File: src/rtl/inciso3_sweep_ctrl_if.sv
// Signal bundle between the inciso-3 sweep controller and its surroundings:
// start/abort from the button logic, the function block's vector and outputs, and the results.
interface inciso3_sweep_ctrl_if;
    logic       start;
    logic       abort;
    logic       out_7_in;
    logic       s_or3_in;
    logic       X;
    logic       Y;
    logic       Z;
    logic       K;
    logic       M;
    logic       busy;
    logic       done;
    logic [5:0] ones_count;
    logic [5:0] mismatch_count;
    logic       mismatch_flag;
    logic [4:0] first_mismatch;

    modport master (
        output start, abort, out_7_in, s_or3_in,
        input  X, Y, Z, K, M, busy, done,
        input  ones_count, mismatch_count, mismatch_flag, first_mismatch
    );

    modport slave (
        input  start, abort, out_7_in, s_or3_in,
        output X, Y, Z, K, M, busy, done,
        output ones_count, mismatch_count, mismatch_flag, first_mismatch
    );
endinterface

File: src/rtl/inciso3_sweep_ctrl.sv
// Walks all 32 input vectors of the inciso-3 block, holding each for SETTLE_CYCLES,
// and tallies ones and out_7/S_OR3 disagreements. Every output is a register.
module inciso3_sweep_ctrl #(
    parameter int unsigned SETTLE_CYCLES = 1
) (
    input logic                 clk,
    input logic                 rst_n,
    inciso3_sweep_ctrl_if.slave bus
);
    typedef enum logic [1:0] {
        ST_IDLE   = 2'd0,
        ST_SETTLE = 2'd1,
        ST_DONE   = 2'd2
    } state_t;

    localparam logic [3:0] SCNT_LAST = 4'(SETTLE_CYCLES - 1);
    localparam logic [5:0] CNT_MAX   = 6'd32;

    state_t     r_state;
    state_t     w_state_nxt;
    logic [4:0] r_idx;
    logic [4:0] w_idx_nxt;
    logic [3:0] r_scnt;
    logic [3:0] w_scnt_nxt;
    logic [5:0] r_ones;
    logic [5:0] w_ones_nxt;
    logic [5:0] r_mm;
    logic [5:0] w_mm_nxt;
    logic       r_flag;
    logic       w_flag_nxt;
    logic [4:0] r_first;
    logic [4:0] w_first_nxt;
    logic [4:0] r_vec;
    logic       r_busy;
    logic       r_done;

    // Next-state and datapath update; abort wins over sampling in SETTLE.
    always_comb begin
        w_state_nxt = r_state;
        w_idx_nxt   = r_idx;
        w_scnt_nxt  = r_scnt;
        w_ones_nxt  = r_ones;
        w_mm_nxt    = r_mm;
        w_flag_nxt  = r_flag;
        w_first_nxt = r_first;
        case (r_state)
            ST_IDLE: begin
                if (bus.abort) begin
                    w_state_nxt = ST_IDLE;
                end else if (bus.start) begin
                    w_state_nxt = ST_SETTLE;
                    w_idx_nxt   = 5'd0;
                    w_scnt_nxt  = 4'd0;
                    w_ones_nxt  = 6'd0;
                    w_mm_nxt    = 6'd0;
                    w_flag_nxt  = 1'b0;
                    w_first_nxt = 5'd0;
                end else begin
                    w_state_nxt = ST_IDLE;
                end
            end
            ST_SETTLE: begin
                if (bus.abort) begin
                    w_state_nxt = ST_IDLE;
                    w_idx_nxt   = 5'd0;
                    w_scnt_nxt  = 4'd0;
                end else if (r_scnt < SCNT_LAST) begin
                    w_scnt_nxt = r_scnt + 4'd1;
                end else begin
                    w_scnt_nxt = 4'd0;
                    if (bus.out_7_in && (r_ones != CNT_MAX)) begin
                        w_ones_nxt = r_ones + 6'd1;
                    end else begin
                        w_ones_nxt = r_ones;
                    end
                    if ((bus.out_7_in != bus.s_or3_in) && (r_mm != CNT_MAX)) begin
                        w_mm_nxt = r_mm + 6'd1;
                    end else begin
                        w_mm_nxt = r_mm;
                    end
                    // Only the lowest disagreeing index is latched.
                    if ((bus.out_7_in != bus.s_or3_in) && !r_flag) begin
                        w_flag_nxt  = 1'b1;
                        w_first_nxt = r_idx;
                    end else begin
                        w_flag_nxt  = r_flag;
                        w_first_nxt = r_first;
                    end
                    if (r_idx == 5'd31) begin
                        w_state_nxt = ST_DONE;
                    end else begin
                        w_idx_nxt = r_idx + 5'd1;
                    end
                end
            end
            ST_DONE: begin
                w_state_nxt = ST_IDLE;
                w_idx_nxt   = 5'd0;
                w_scnt_nxt  = 4'd0;
            end
            default: begin
                w_state_nxt = ST_IDLE;
                w_idx_nxt   = 5'd0;
                w_scnt_nxt  = 4'd0;
            end
        endcase
    end

    // State, datapath and output registers; outputs follow the next state so they stay registered.
    always_ff @(posedge clk or negedge rst_n) begin
        if (!rst_n) begin
            r_state <= ST_IDLE;
            r_idx   <= 5'd0;
            r_scnt  <= 4'd0;
            r_ones  <= 6'd0;
            r_mm    <= 6'd0;
            r_flag  <= 1'b0;
            r_first <= 5'd0;
            r_vec   <= 5'd0;
            r_busy  <= 1'b0;
            r_done  <= 1'b0;
        end else begin
            r_state <= w_state_nxt;
            r_idx   <= w_idx_nxt;
            r_scnt  <= w_scnt_nxt;
            r_ones  <= w_ones_nxt;
            r_mm    <= w_mm_nxt;
            r_flag  <= w_flag_nxt;
            r_first <= w_first_nxt;
            r_vec   <= (w_state_nxt == ST_SETTLE) ? w_idx_nxt : 5'd0;
            r_busy  <= (w_state_nxt == ST_SETTLE);
            r_done  <= (w_state_nxt == ST_DONE);
        end
    end

    assign bus.X              = r_vec[4];
    assign bus.Y              = r_vec[3];
    assign bus.Z              = r_vec[2];
    assign bus.K              = r_vec[1];
    assign bus.M              = r_vec[0];
    assign bus.busy           = r_busy;
    assign bus.done           = r_done;
    assign bus.ones_count     = r_ones;
    assign bus.mismatch_count = r_mm;
    assign bus.mismatch_flag  = r_flag;
    assign bus.first_mismatch = r_first;
endmodule

File: src/flat_wrapper.sv
// flat-port wrapper written by rule: the top's interface ports become plain ports
module inciso3_sweep_ctrl_flat 
#(
    parameter int unsigned SETTLE_CYCLES = 1
)
  (clk, rst_n, bus_start, bus_abort, bus_out_7_in, bus_s_or3_in, bus_X, bus_Y, bus_Z, bus_K, bus_M, bus_busy, bus_done, bus_ones_count, bus_mismatch_count, bus_mismatch_flag, bus_first_mismatch);
  inciso3_sweep_ctrl_if bus_i ();
  input logic clk;
  input logic rst_n;
  input wire logic [$bits(bus_i.start)-1:0] bus_start;
  input wire logic [$bits(bus_i.abort)-1:0] bus_abort;
  input wire logic [$bits(bus_i.out_7_in)-1:0] bus_out_7_in;
  input wire logic [$bits(bus_i.s_or3_in)-1:0] bus_s_or3_in;
  output wire logic [$bits(bus_i.X)-1:0] bus_X;
  output wire logic [$bits(bus_i.Y)-1:0] bus_Y;
  output wire logic [$bits(bus_i.Z)-1:0] bus_Z;
  output wire logic [$bits(bus_i.K)-1:0] bus_K;
  output wire logic [$bits(bus_i.M)-1:0] bus_M;
  output wire logic [$bits(bus_i.busy)-1:0] bus_busy;
  output wire logic [$bits(bus_i.done)-1:0] bus_done;
  output wire logic [$bits(bus_i.ones_count)-1:0] bus_ones_count;
  output wire logic [$bits(bus_i.mismatch_count)-1:0] bus_mismatch_count;
  output wire logic [$bits(bus_i.mismatch_flag)-1:0] bus_mismatch_flag;
  output wire logic [$bits(bus_i.first_mismatch)-1:0] bus_first_mismatch;
  assign bus_i.start = bus_start;
  assign bus_i.abort = bus_abort;
  assign bus_i.out_7_in = bus_out_7_in;
  assign bus_i.s_or3_in = bus_s_or3_in;
  assign bus_X = bus_i.X;
  assign bus_Y = bus_i.Y;
  assign bus_Z = bus_i.Z;
  assign bus_K = bus_i.K;
  assign bus_M = bus_i.M;
  assign bus_busy = bus_i.busy;
  assign bus_done = bus_i.done;
  assign bus_ones_count = bus_i.ones_count;
  assign bus_mismatch_count = bus_i.mismatch_count;
  assign bus_mismatch_flag = bus_i.mismatch_flag;
  assign bus_first_mismatch = bus_i.first_mismatch;
  inciso3_sweep_ctrl #(.SETTLE_CYCLES(SETTLE_CYCLES)) u_core (.clk(clk), .rst_n(rst_n), .bus(bus_i));
endmodule
File: config.mk
export PLATFORM = sky130hd
export DESIGN_NAME = inciso3_sweep_ctrl_flat
export DESIGN_NICKNAME = d
export VERILOG_FILES = /design/src/rtl/inciso3_sweep_ctrl_if.sv /design/src/rtl/inciso3_sweep_ctrl.sv /design/src/flat_wrapper.sv
export SDC_FILE = /design/constraint.sdc
export NUM_CORES = 1
export LEC_CHECK = 0
export ABC_AREA = 1
export CAP_MARGIN = 40
export CORE_UTILIZATION = 52
export DETAILED_ROUTE_END_ITERATION = 10
export PLACE_DENSITY = 0.83
export SETUP_SLACK_MARGIN = 0.15
export SLEW_MARGIN = 20
export SYNTH_ARGS = -nofsm -noshare
export SYNTH_HDL_FRONTEND = slang
export SYNTH_SLANG_ARGS = --single-unit
File: constraint.sdc
create_clock -name clk -period 1.66 [get_ports clk]
set_clock_uncertainty 0.2 [all_clocks]
set_input_delay 0.166 -clock clk [delete_from_list [all_inputs] [get_ports clk]]
set_output_delay 0.166 -clock clk [all_outputs]
set_load 0.01 [all_outputs]
==> flow_summary_export.csv <==
group,metric,value,unit
final_layout,diodes,0,
floorplan,core_area,3100,sq um
placement,portBuffers,30,
global_route,grt_pass1_vias,1547,
route,wirelength,5130,um
clock_network,htreeDepth,2,
sta,maxSlewViolCount,0,
final_layout,final_nets,305,
global_route,grt_max_degree,33,
placement,gp_congestion,0.827,
clock_network,cts_tree,"built",
global_route,grt_pass1_wl,6660,um
sta,finalCritPeriodShare,98.6,%
final_layout,final_cell_mix,"62 x nand2_1, 30 x buf_4, 29 x dfrtp_1, 26 x inv_1, 23 x nand2_2",
job,max-cap-violations,0,
sta,setup_viol,0,
route,drt_iter0_markers,77,
route,drt-met1-wl,2060,um
sta,tightest_slew,0.393,ns
placement,post-place-cells,311,
worst_setup_path,worstSetupPathType,"reg -> reg",
sta,slew_headroom,73.8,%
global_route,antenna_found_initial,0,
final_layout,final_area,2600,sq um
floorplan,start_util,55.8,%
synthesis,ys_warn_count,0,
sta,rsz0062_at_grt,"yes",
synthesis,synth_cells,222,
worst_setup_path,crit_path_end_kind,"register",
pwr,ir_worst_vdd,0.504,mV
route,dr_wl_met2,2560,um
clock_network,clk_path_buf_depth,2,
worst_setup_path,crit_required,1.75,ns
clock_network,insertion_delay,0.34,ns
outcome,status,"complete, no violations",
worst_setup_path,worstSetupStartpointType,"register",
floorplan,num_rows,20,
synthesis,ys_types,25,
route,dr_wl_met3,298,um
floorplan,die_area,3570,sq um
pwr,leakage,0.00140,uW
final_layout,regArea,805,sq um
synthesis,yosysSeqAreaShare,46.2,%
clock_network,cts_hold_buf,0,
clock_network,clock_sinks,32,
clock_network,root_buffer,"clkbuf_4",
synthesis,synthTopCellsByArea,"dfrtp_1 46%, nand2_1 18%, inv_1 6.9%",
synthesis,ys_ff_latch,32,
route,viasPerCell,5.18,
final_layout,layout-drive-gt1-share,39.1,%
route,routed.top_layer,"met4",
floorplan,die-width,59.7,um
synthesis,syn_area,1730,sq um
placement,dp_hpwl,2570,um
final_layout,fillCellCount,188,
route,ant_nets,0,
route,drc,0,
final_layout,multi_input_area,972,sq um
synthesis,syn_nets,233,
synthesis,post_synth.cell_area_avg,7.81,sq um
clock_network,numCtsBuffers,5,
pwr,powerDensity,781,nW/um^2
global_route,grt.total_usage,25.9,%
worst_hold_path,hold_class,"in -> async",
worst_setup_path,r2r_cells,11,
sta,fmax,611,MHz
clock_network,clkTransAtPathRegs,0.10,ns
synthesis,yosysTopAreaCell,"dfrtp_1",
placement,placed_cell_area,2200,sq um
floorplan,die_h,59.7,um
route,routedWlPerCell,15.2,um
synthesis,synth_top_area_share,46.2,%
route,detail_route.first_pass.iterations,6,
sta,finalHoldViolations,0,
final_layout,final_common_cell,"nand2_1",
final_layout,syn2layout_area_growth,49.9,%
floorplan,io_pins,31,
sta,layout_min_cycle_time,1.64,ns
final_layout,stdcell_count,338,
worst_setup_path,worstPathArrival,1.72,ns
worst_setup_path,path_max_fanout,4,
route,route.vias.total,1750,
global_route,globalRouteOverflowTotal,0,
area by class of cell:
cell class | instances | share of cell area [%]
Sequential cell | 32 | 31.0
Timing Repair Buffer | 67 | 21.9
Inverter | 33 | 5.06
Tap cell | 44 | 2.12
Clock buffer | 7 | 2.50
Multi-Input combinational cell | 155 | 37.4
through the flow:
stage               hold slack, ns  TNS, ns  worst slack [ns]  total power (uW)  util, %
finish                      0.0108        0            0.0228              2030     83.7
global route                0.0183  -0.0298           -0.0191              2120     83.7
CTS                         0.0191        0             0.129              1890     77.1
detailed placement           0.268   -0.363           -0.0509              1360     70.9
global placement             0.266        0           0.00394              1350     70.9
floorplan                   -0.330        0             0.179              1130        -
critical path, stage by stage (launching register included):
cell and delay [ns]:
dfrtp_1 0.39, buf_6 0.12, inv_4 0.03, ha_4 0.14, nand2_2 0.06, inv_2 0.04, nand3_2 0.05, nand2_2 0.09
a21oi_2 0.21, buf_6 0.15, nand2_2 0.05, nand2_2 0.06
registers in the layout (all words and copies together) (netlist names):
register / flops
u_core.r_vec: 5
u_core.bus.first_mismatch: 5
u_core.r_idx: 5
u_core.bus.busy: 1
u_core.r_state: 2
u_core.bus.mismatch_count: 6
u_core.bus.ones_count: 6
u_core.bus.mismatch_flag: 1
u_core.bus.done: 1
worst paths after layout:
kind                            slack (ns)                           end                          from
worst max-delay path                  0.02  u_core.bus.mismatch_count[3]  u_core.bus.mismatch_count[1]
worst min-delay path                  0.01      u_core.bus.ones_count[4]                         rst_n
worst max register to register        0.02  u_core.bus.mismatch_count[3]  u_core.bus.mismatch_count[1]
worst min register to register        0.29  u_core.bus.first_mismatch[0]  u_core.bus.first_mismatch[0]
max in group asynchronous             0.95             u_core.r_state[0]                         rst_n
min in group clk                      0.29  u_core.bus.first_mismatch[0]  u_core.bus.first_mismatch[0]
metal layers:
layer | GRT usage [%] | vias to the layer above
li1 | - | 820
met1 | 31.3 | 828
met2 | 40.5 | 78
met3 | 7.79 | 24
met4 | 15.6 | 0
met5 | 0 | -
where the power goes:
part | internal, uW | switching, uW | leakage, uW | total (uW)
logic | 277 | 367 | 0.000927 | 645
clock network | 240 | 272 | 0.0000374 | 512
registers | 831 | 40.3 | 0.000435 | 871
cell families (layout without fill, tap and decap cells):
family / count (synthesis) / in the layout / share of synthesized area [%]
AO/OA/AOI/OAI: 15 / 15 / 6.79
XOR/XNOR: 4 / 4 / 2.02
adder cells (fa/ha/maj): 5 / 5 / 3.61
buffers and inverters: 35 / 107 / 8.38
flip-flops: 32 / 32 / 46.2
AND/OR/NAND/NOR: 131 / 131 / 33.0
synthesized netlist by cell type, drive strengths merged:
cell type / n
o21bai: 1
nor2: 24
nand2: 91
inv: 33
nor3b: 1
nand4: 3
nand3: 10
dfrtp: 32
o221ai: 1
ha: 5
nor3: 1
buf: 2
xor2: 4
o211ai: 1
o21ai: 9
or2: 1
a21oi: 3
what timing repair did:
| action | in CTS | in global routing |
|---|---|---|
| endpoints found under the setup margin | 48 | 31 |
| pin swaps | 6 | 27 |
| setup buffers | 12 | 8 |
| gates resized for setup | 48 | 53 |
Power figures use the tool's default switching activity.
